===== src/rtl/cycle_ctrl_pkg.sv =====
// Shared state encodings and widths for the multi-cycle instruction sequencer.
package cycle_ctrl_pkg;

   localparam int unsigned PHASE_W = 3;

   typedef enum logic [PHASE_W-1:0] {
      ST_IDLE   = 3'd0,
      ST_FETCH  = 3'd1,
      ST_DECODE = 3'd2,
      ST_EXEC   = 3'd3,
      ST_MEM    = 3'd4,
      ST_WB     = 3'd5,
      ST_HALT   = 3'd6
   } state_t;

   // A store wins when decode flags both load and store.
   function automatic logic load_only(input logic ld, input logic st);
      return ld & ~st;
   endfunction

endpackage


===== src/rtl/cycle_ctrl_edge_rise.sv =====
// Rising-edge detector on a clk-synchronous data input; one clk pulse per rise.
module edge_rise (
   input  logic clk,
   input  logic rst,
   input  logic d,
   output logic pulse
);

   logic prev_q;
   logic prev_d;

   always_comb begin
      prev_d = d;
   end

   always_ff @(posedge clk) begin
      if (!rst) prev_q <= 1'b0;
      else      prev_q <= prev_d;
   end

   assign pulse = d & ~prev_q;

endmodule


===== src/rtl/cycle_ctrl.sv =====
// Multi-cycle sequencer stepping once per reg_clk rising edge.
// Optional retired-instruction counter enabled by defining RETIRE_CNT_EN.
module cycle_ctrl
   import cycle_ctrl_pkg::*;
(
   input  logic               clk,
   input  logic               rst,
   input  logic               reg_clk,
   input  logic               mem_ready,
   input  logic               is_load,
   input  logic               is_store,
   input  logic               is_halt,
   output logic               ir_we,
   output logic               pc_we,
   output logic               rf_we,
   output logic               dmem_re,
   output logic               dmem_we,
   output logic [PHASE_W-1:0] phase,
   output logic               halted
`ifdef RETIRE_CNT_EN
  ,output logic [31:0]        retired
`endif
);

   logic   tick;
   state_t state_q, state_d;
   logic   load_q, load_d;
   logic   store_q, store_d;
   logic   halt_q, halt_d;
   logic   ir_we_q, ir_we_d;
   logic   pc_we_q, pc_we_d;
   logic   rf_we_q, rf_we_d;
   logic   dmem_re_q, dmem_re_d;
   logic   dmem_we_q, dmem_we_d;

   edge_rise u_tick (
      .clk   (clk),
      .rst   (rst),
      .d     (reg_clk),
      .pulse (tick)
   );

   always_comb begin
      state_d = state_q;
      load_d  = load_q;
      store_d = store_q;
      halt_d  = halt_q;
      ir_we_d = 1'b0;
      pc_we_d = 1'b0;
      rf_we_d = 1'b0;
      case (state_q)
         ST_IDLE:   if (tick) state_d = ST_FETCH;
         ST_FETCH:  if (tick) begin
                       state_d = ST_DECODE;
                       ir_we_d = 1'b1;
                    end
         ST_DECODE: if (tick) begin
                       state_d = ST_EXEC;
                       load_d  = load_only(is_load, is_store);
                       store_d = is_store;
                       halt_d  = is_halt;
                    end
         ST_EXEC:   if (tick) state_d = (load_q | store_q) ? ST_MEM : ST_WB;
         ST_MEM:    if (tick && mem_ready) state_d = ST_WB;
         ST_WB:     if (tick) begin
                       state_d = halt_q ? ST_HALT : ST_FETCH;
                       pc_we_d = 1'b1;
                       rf_we_d = ~(store_q | halt_q);
                    end
         ST_HALT:   state_d = ST_HALT;
         default:   state_d = ST_IDLE;
      endcase
      // Built from the next state so the strobes line up exactly with phase==MEM.
      dmem_re_d = (state_d == ST_MEM) && load_q;
      dmem_we_d = (state_d == ST_MEM) && store_q;
   end

   always_ff @(posedge clk) begin
      if (!rst) begin
         state_q   <= ST_IDLE;
         load_q    <= 1'b0;
         store_q   <= 1'b0;
         halt_q    <= 1'b0;
         ir_we_q   <= 1'b0;
         pc_we_q   <= 1'b0;
         rf_we_q   <= 1'b0;
         dmem_re_q <= 1'b0;
         dmem_we_q <= 1'b0;
      end else begin
         state_q   <= state_d;
         load_q    <= load_d;
         store_q   <= store_d;
         halt_q    <= halt_d;
         ir_we_q   <= ir_we_d;
         pc_we_q   <= pc_we_d;
         rf_we_q   <= rf_we_d;
         dmem_re_q <= dmem_re_d;
         dmem_we_q <= dmem_we_d;
      end
   end

   assign ir_we   = ir_we_q;
   assign pc_we   = pc_we_q;
   assign rf_we   = rf_we_q;
   assign dmem_re = dmem_re_q;
   assign dmem_we = dmem_we_q;
   assign phase   = state_q;
   assign halted  = (state_q == ST_HALT);

`ifdef RETIRE_CNT_EN
   logic [31:0] retired_q, retired_d;

   always_comb begin
      retired_d = retired_q + {31'd0, pc_we_q};
   end

   always_ff @(posedge clk) begin
      if (!rst) retired_q <= '0;
      else      retired_q <= retired_d;
   end

   assign retired = retired_q;
`endif

endmodule

===== config.mk =====
export PLATFORM = sky130hd
export DESIGN_NAME = cycle_ctrl
export DESIGN_NICKNAME = d
export VERILOG_FILES = /design/src/rtl/cycle_ctrl_pkg.sv /design/src/rtl/cycle_ctrl_edge_rise.sv /design/src/rtl/cycle_ctrl.sv
export SDC_FILE = /design/constraint.sdc
export NUM_CORES = 1
export LEC_CHECK = 0
export BUFFER_PORTS_ARGS = -buffer_cell sky130_fd_sc_hd__buf_2
export CAP_MARGIN = 30
export CORE_AREA = 2 2 39 41
export DETAILED_ROUTE_END_ITERATION = 7
export DIE_AREA = 0 0 41 43
export PLACE_DENSITY = 0.6
export SLEW_MARGIN = 5
export SYNTH_ARGS = -nofsm -noshare
export SYNTH_HDL_FRONTEND = slang
export SYNTH_SLANG_ARGS = --single-unit
export TNS_END_PERCENT = 50

===== constraint.sdc =====
create_clock -name clk -period 1.6 [get_ports clk]
set_input_delay 0.08 -clock clk [delete_from_list [all_inputs] [get_ports clk]]
set_output_delay 0.08 -clock clk [all_outputs]
set_load 0.02 [all_outputs]

Word level (Yosys, flattened, before mapping)
Cells that the tools add are included.
{ "totals": {"reg_bits": 12, "out_inout_bits": 9, "elab_cells": 42} }
{ "classes": {"n_eq_ne": 7, "muxes": 10, "bitwise": 7, "n_reduce_logical": 8} }
{ "op_table": {"columns": ["cell", "n"], "rows": [
  ["3-bit two-way mux", 7],
  ["3-bit case mux with 7 select lines", 1],
  ["3-bit equality test, second input constant", 4],
  ["3-bit by 2-bit equality test with 1-bit output, second input constant", 2],
  ["2-bit AND reduction", 3],
  ["3-bit by 1-bit equality test with 1-bit output, second input constant", 1],
  ["1-bit logical AND", 3],
  ["3-bit zero test", 1],
  ["1-bit inverter", 3],
  ["3-bit AND reduction", 1],
  ["1-bit bitwise AND", 2],
  ["1-bit two-way mux", 2],
  ["1-bit OR", 2]
]} }

Longest topological paths before layout
{ "depth": {"ltp_word": 7, "ltp_mapped": 5, "ltp_nobuf": 4} }

Cells and area by module
A second synthesis with hierarchy kept.
{ "unflattened": {"hier_cells": 55, "area_unflattened_um2": 528.0} }
{ "by_module_without_submodules": {"columns": ["module", "n_inst", "cells_each", "area_each_um2"], "rows": [
  ["cycle_ctrl", 1, 52, 488.0],
  ["edge_rise", 1, 3, 40.0]
]} }

Least setup slack after synthesis
Ideal clock, no wire load.
{ "synth_timing": {"path_type": "register to register", "startpoint": "reg state_q[1], in the netlist phase[1]", "endpoint": "reg load_q", "setup_ps": 70, "arrival_time_ps": 1524, "required_ps": 1530, "path_slack_ps": 6, "stages_incl_launch_ff": 6, "period_less_slack_ps": 1594, "path_cell_list": "dfxtp_1 nand2b_4 or3_1 clkbuf_2 or3b_1 a21boi_1"} }
{ "synth_via": {"elab_chain_cells": 2} }
{ "synth_lines": {"columns": ["element", "line_no", "text"], "rows": [
  ["start: declaration", "cycle_ctrl.sv:26", "state_t state_q, state_d;"],
  ["start signal: assignment", "cycle_ctrl.sv:90", "state_q <= state_d;"],
  ["3-bit by 2-bit equality test with 1-bit output", "cycle_ctrl.sv:51", "case (state_q)"],
  ["2-bit AND reduction (no line)", null, null],
  ["end signal: assignment", "cycle_ctrl.sv:91", "load_q <= load_d;"],
  ["end: declaration", "cycle_ctrl.sv:27", "logic load_q, load_d;"]
]} }
No other way between the ends.
A chain may end at the register's enable or synchronous reset.

Worst setup path in the final report
Ends and elaborated chain as after synthesis.

==> flow_metrics.py <==
metrics = {
    "timing": {
        "rsz0062_at_grt": "false",
        "post-route-period-util_pct": 92.1,
        "hold_violations": 0,
        "slew-limit-headroom_pct": 78.1,
        "setup_viol": 0,
        "finalCriticalPeriod_ns": 1.47,
        "fin_setup_tns_ns": 0,
        "worst_slack_ns": 0.127,
        "clock.fmax_mhz": 679,
        "tightestPinTransition_ns": 0.328,
        "slew_violations": 0,
        "fin_skew_ns": 0.00415,
        "whs_ns": 0.0579,
    },
    "power": {
        "max-vdd-ir-drop_mv": 0.447,
        "p_leak_nw": 0.291,
        "powerDensity_mw_per_mm2": 947,
    },
    "global_route": {
        "use_met2_pct": 17.8,
        "grt_pass1_vias": 359,
        "grt_use_met1_pct": 17.5,
        "busiest_layer": "met2",
        "grt-ovfl-total": 0,
        "grt_max_degree": 12,
        "antenna_found_initial": 0,
        "grt_pass1_wl_um": 1550,
        "use_met3_pct": 7.85,
        "grt.total_usage_pct": 13.3,
    },
    "worst_setup_path": {
        "required_ns": 1.81,
        "cp.arrival_ns": 1.68,
        "critPathMaxFanout": 7,
        "critPathKind": "reg2reg",
        "path_cells": "nand2b_4 -> or3_1 -> or3b_1 -> a21boi_1",
        "r2r_slack_ns": 0.13,
        "critPathLaunchType": "flip-flop",
        "slowest_delay_ns": 0.47,
        "cp_num_buf_inv": 0,
        "slowest_stage": "dfxtp_1",
        "critPathCaptureType": "flip-flop",
        "cp_top_family": "simple AND/OR/NAND/NOR gates",
    },
    "final_layout": {
        "syn_to_final_growth_pct": 27.4,
        "num-nets-final": 80,
        "fin_cells": 88,
        "diodes": 0,
        "drive_gt1_share_pct": 31.9,
        "post-route-util_pct": 46.3,
    },
    "clocking": {
        "cts.path.max_buffers": 2,
        "root_buffer": "clkbuf_4",
        "clk_pin_slew_worst_paths_ns": 0.07,
        "cts_setup_buffers": 0,
        "htreeDepth": 1,
        "cts_tree": "built",
        "cts_buffers": 3,
        "clock_sinks": 12,
        "clk_latency_ns": 0.27,
        "ctsResizeCount": 0,
        "hold_buffers": 0,
    },
    "placement": {
        "post-place-ws_ns": 0.171,
        "place_hpwl_um": 668,
        "dp.cells": 84,
        "port_buffers": 15,
        "gp_congestion": 0.776,
    },
    "route": {
        "drtAntennaViolNets": 0,
        "remaining_drc_errors": 0,
        "num_vias": 416,
        "wl_per_cell_um": 10.6,
        "first_pass_iters": 3,
        "vias_per_cell": 4.73,
        "routed_wl_um": 936,
        "dr.first_iter.drc_count": 11,
    },
    "floorplan": {
        "fp.dieW_um": 41,
        "core_area_sq_mm": 0.00138,
        "initial_core_util_pct": 36.3,
        "io_pins": 16,
        "dieArea_sq_mm": 0.00176,
        "fp.dieH_um": 43,
        "rows": 14,
    },
    "run_status": {
        "outcome": "finished clean",
    },
    "yosys": {
        "syn_area_sq_um": 503,
        "syn-num-nets": 60,
        "ys_seq_area_share_pct": 47.8,
        "synth_cell_types": 23,
        "syn_avg_cell_area_sq_um": 9.49,
        "ys_warn_count": 0,
        "synthCells": 53,
        "ys_ff_latch": 12,
    },
    "run": {
        "maxCapViolations": 0,
    },
    "min_path": {
        "holdCritPathClass": "in2reg",
    },
}
==> final cells by class <==
cell class,instances,area (sq um)
Clock buffer,4,36.3
Fill cell,149,743
Inverter,1,3.75
Multi-Input combinational cell,38,250
Sequential cell,12,240
Tap cell,16,20.0
Timing Repair Buffer,17,90.1
==> worst reg2reg max path, cell delays in order (launching register included) <==
cell	delay, ns
dfxtp_1	0.47
nand2b_4	0.08
or3_1	0.33
or3b_1	0.39
a21boi_1	0.14
==> placed cells by master, fill, tap and decap left out, drive strengths merged <==
cell type,instances
nor3b,3
mux2i,2
dfxtp,12
clkbuf,4
a22oi,1
and3,1
o21a,1
inv,1
or3b,1
nor4b,1
buf,17
nor4,2
nor2b,4
a21boi,1
or3,1
a32o,1
nand2b,3
and2,2
nand2,6
o21ai,3
nor2,4
a22o,1
==> final timing paths <==
kind / cells after the start / start / end
worst max-delay path: 4 / phase[1] / load_q
worst min register to register: 2 / load_q / dmem_re
worst max register to register: 4 / phase[1] / load_q
worst min-delay path: 3 / is_halt / halt_q
==> registers in the layout, indices dropped and copies added, names as in the netlist <==
register / cells
ir_we: 1
halt_q: 1
load_q: 1
dmem_we: 1
pc_we: 1
u_tick.prev_q: 1
dmem_re: 1
store_q: 1
phase: 3
rf_we: 1
==> routing by layer <==
| metal | routed length, um | part of all wire [%] |
|---|---|---|
| met2 | 418 | 45 |
| met3 | 77 | 8.2 |
| met1 | 429 | 46 |
| met5 | 0 | 0 |
| met4 | 10 | 1.1 |
==> kinds of logic (layout without fill, tap and decap cells) <==
kind of cell / count (synthesis) / in the layout / synth area share [%]
muxes: 2 / 2 / 3.98
DFF: 12 / 12 / 47.8
and+or+nand+nor: 28 / 28 / 34.6
buffers and inverters: 3 / 22 / 2.49
AOI/OAI and AO/OA: 8 / 8 / 11.2
==> cell usage after synthesis, drive strengths merged <==
master	count	area share (%)
a21boi	1	1.5
a22o	1	1.7
a22oi	1	1.5
a32o	1	2.0
and2	2	2.5
and3	1	1.2
clkbuf	2	1.7
dfxtp	12	48
inv	1	0.75
mux2i	2	4.0
nand2	6	4.5
nand2b	3	6.7
nor2	4	3.0
nor2b	4	5.0
nor3b	3	4.5
nor4	2	2.5
nor4b	1	1.7
o21a	1	1.5
o21ai	3	3.0
or3	1	1.2
or3b	1	1.7
==> where the power goes <==
group | internal [mW] | switching, mW
sequential | 0.305 | 0.00900
combinational | 0.0271 | 0.0275
clock | 0.138 | 0.0995
==> stage by stage <==
step	cell area (sq um)	total power [mW]
after floorplan	503	0.356
after global placement	604	0.376
after detailed placement	604	0.375
after CTS	641	0.620
after global routing	641	0.644
final	641	0.606
Note: power is estimated with default switching activity, not from simulation.
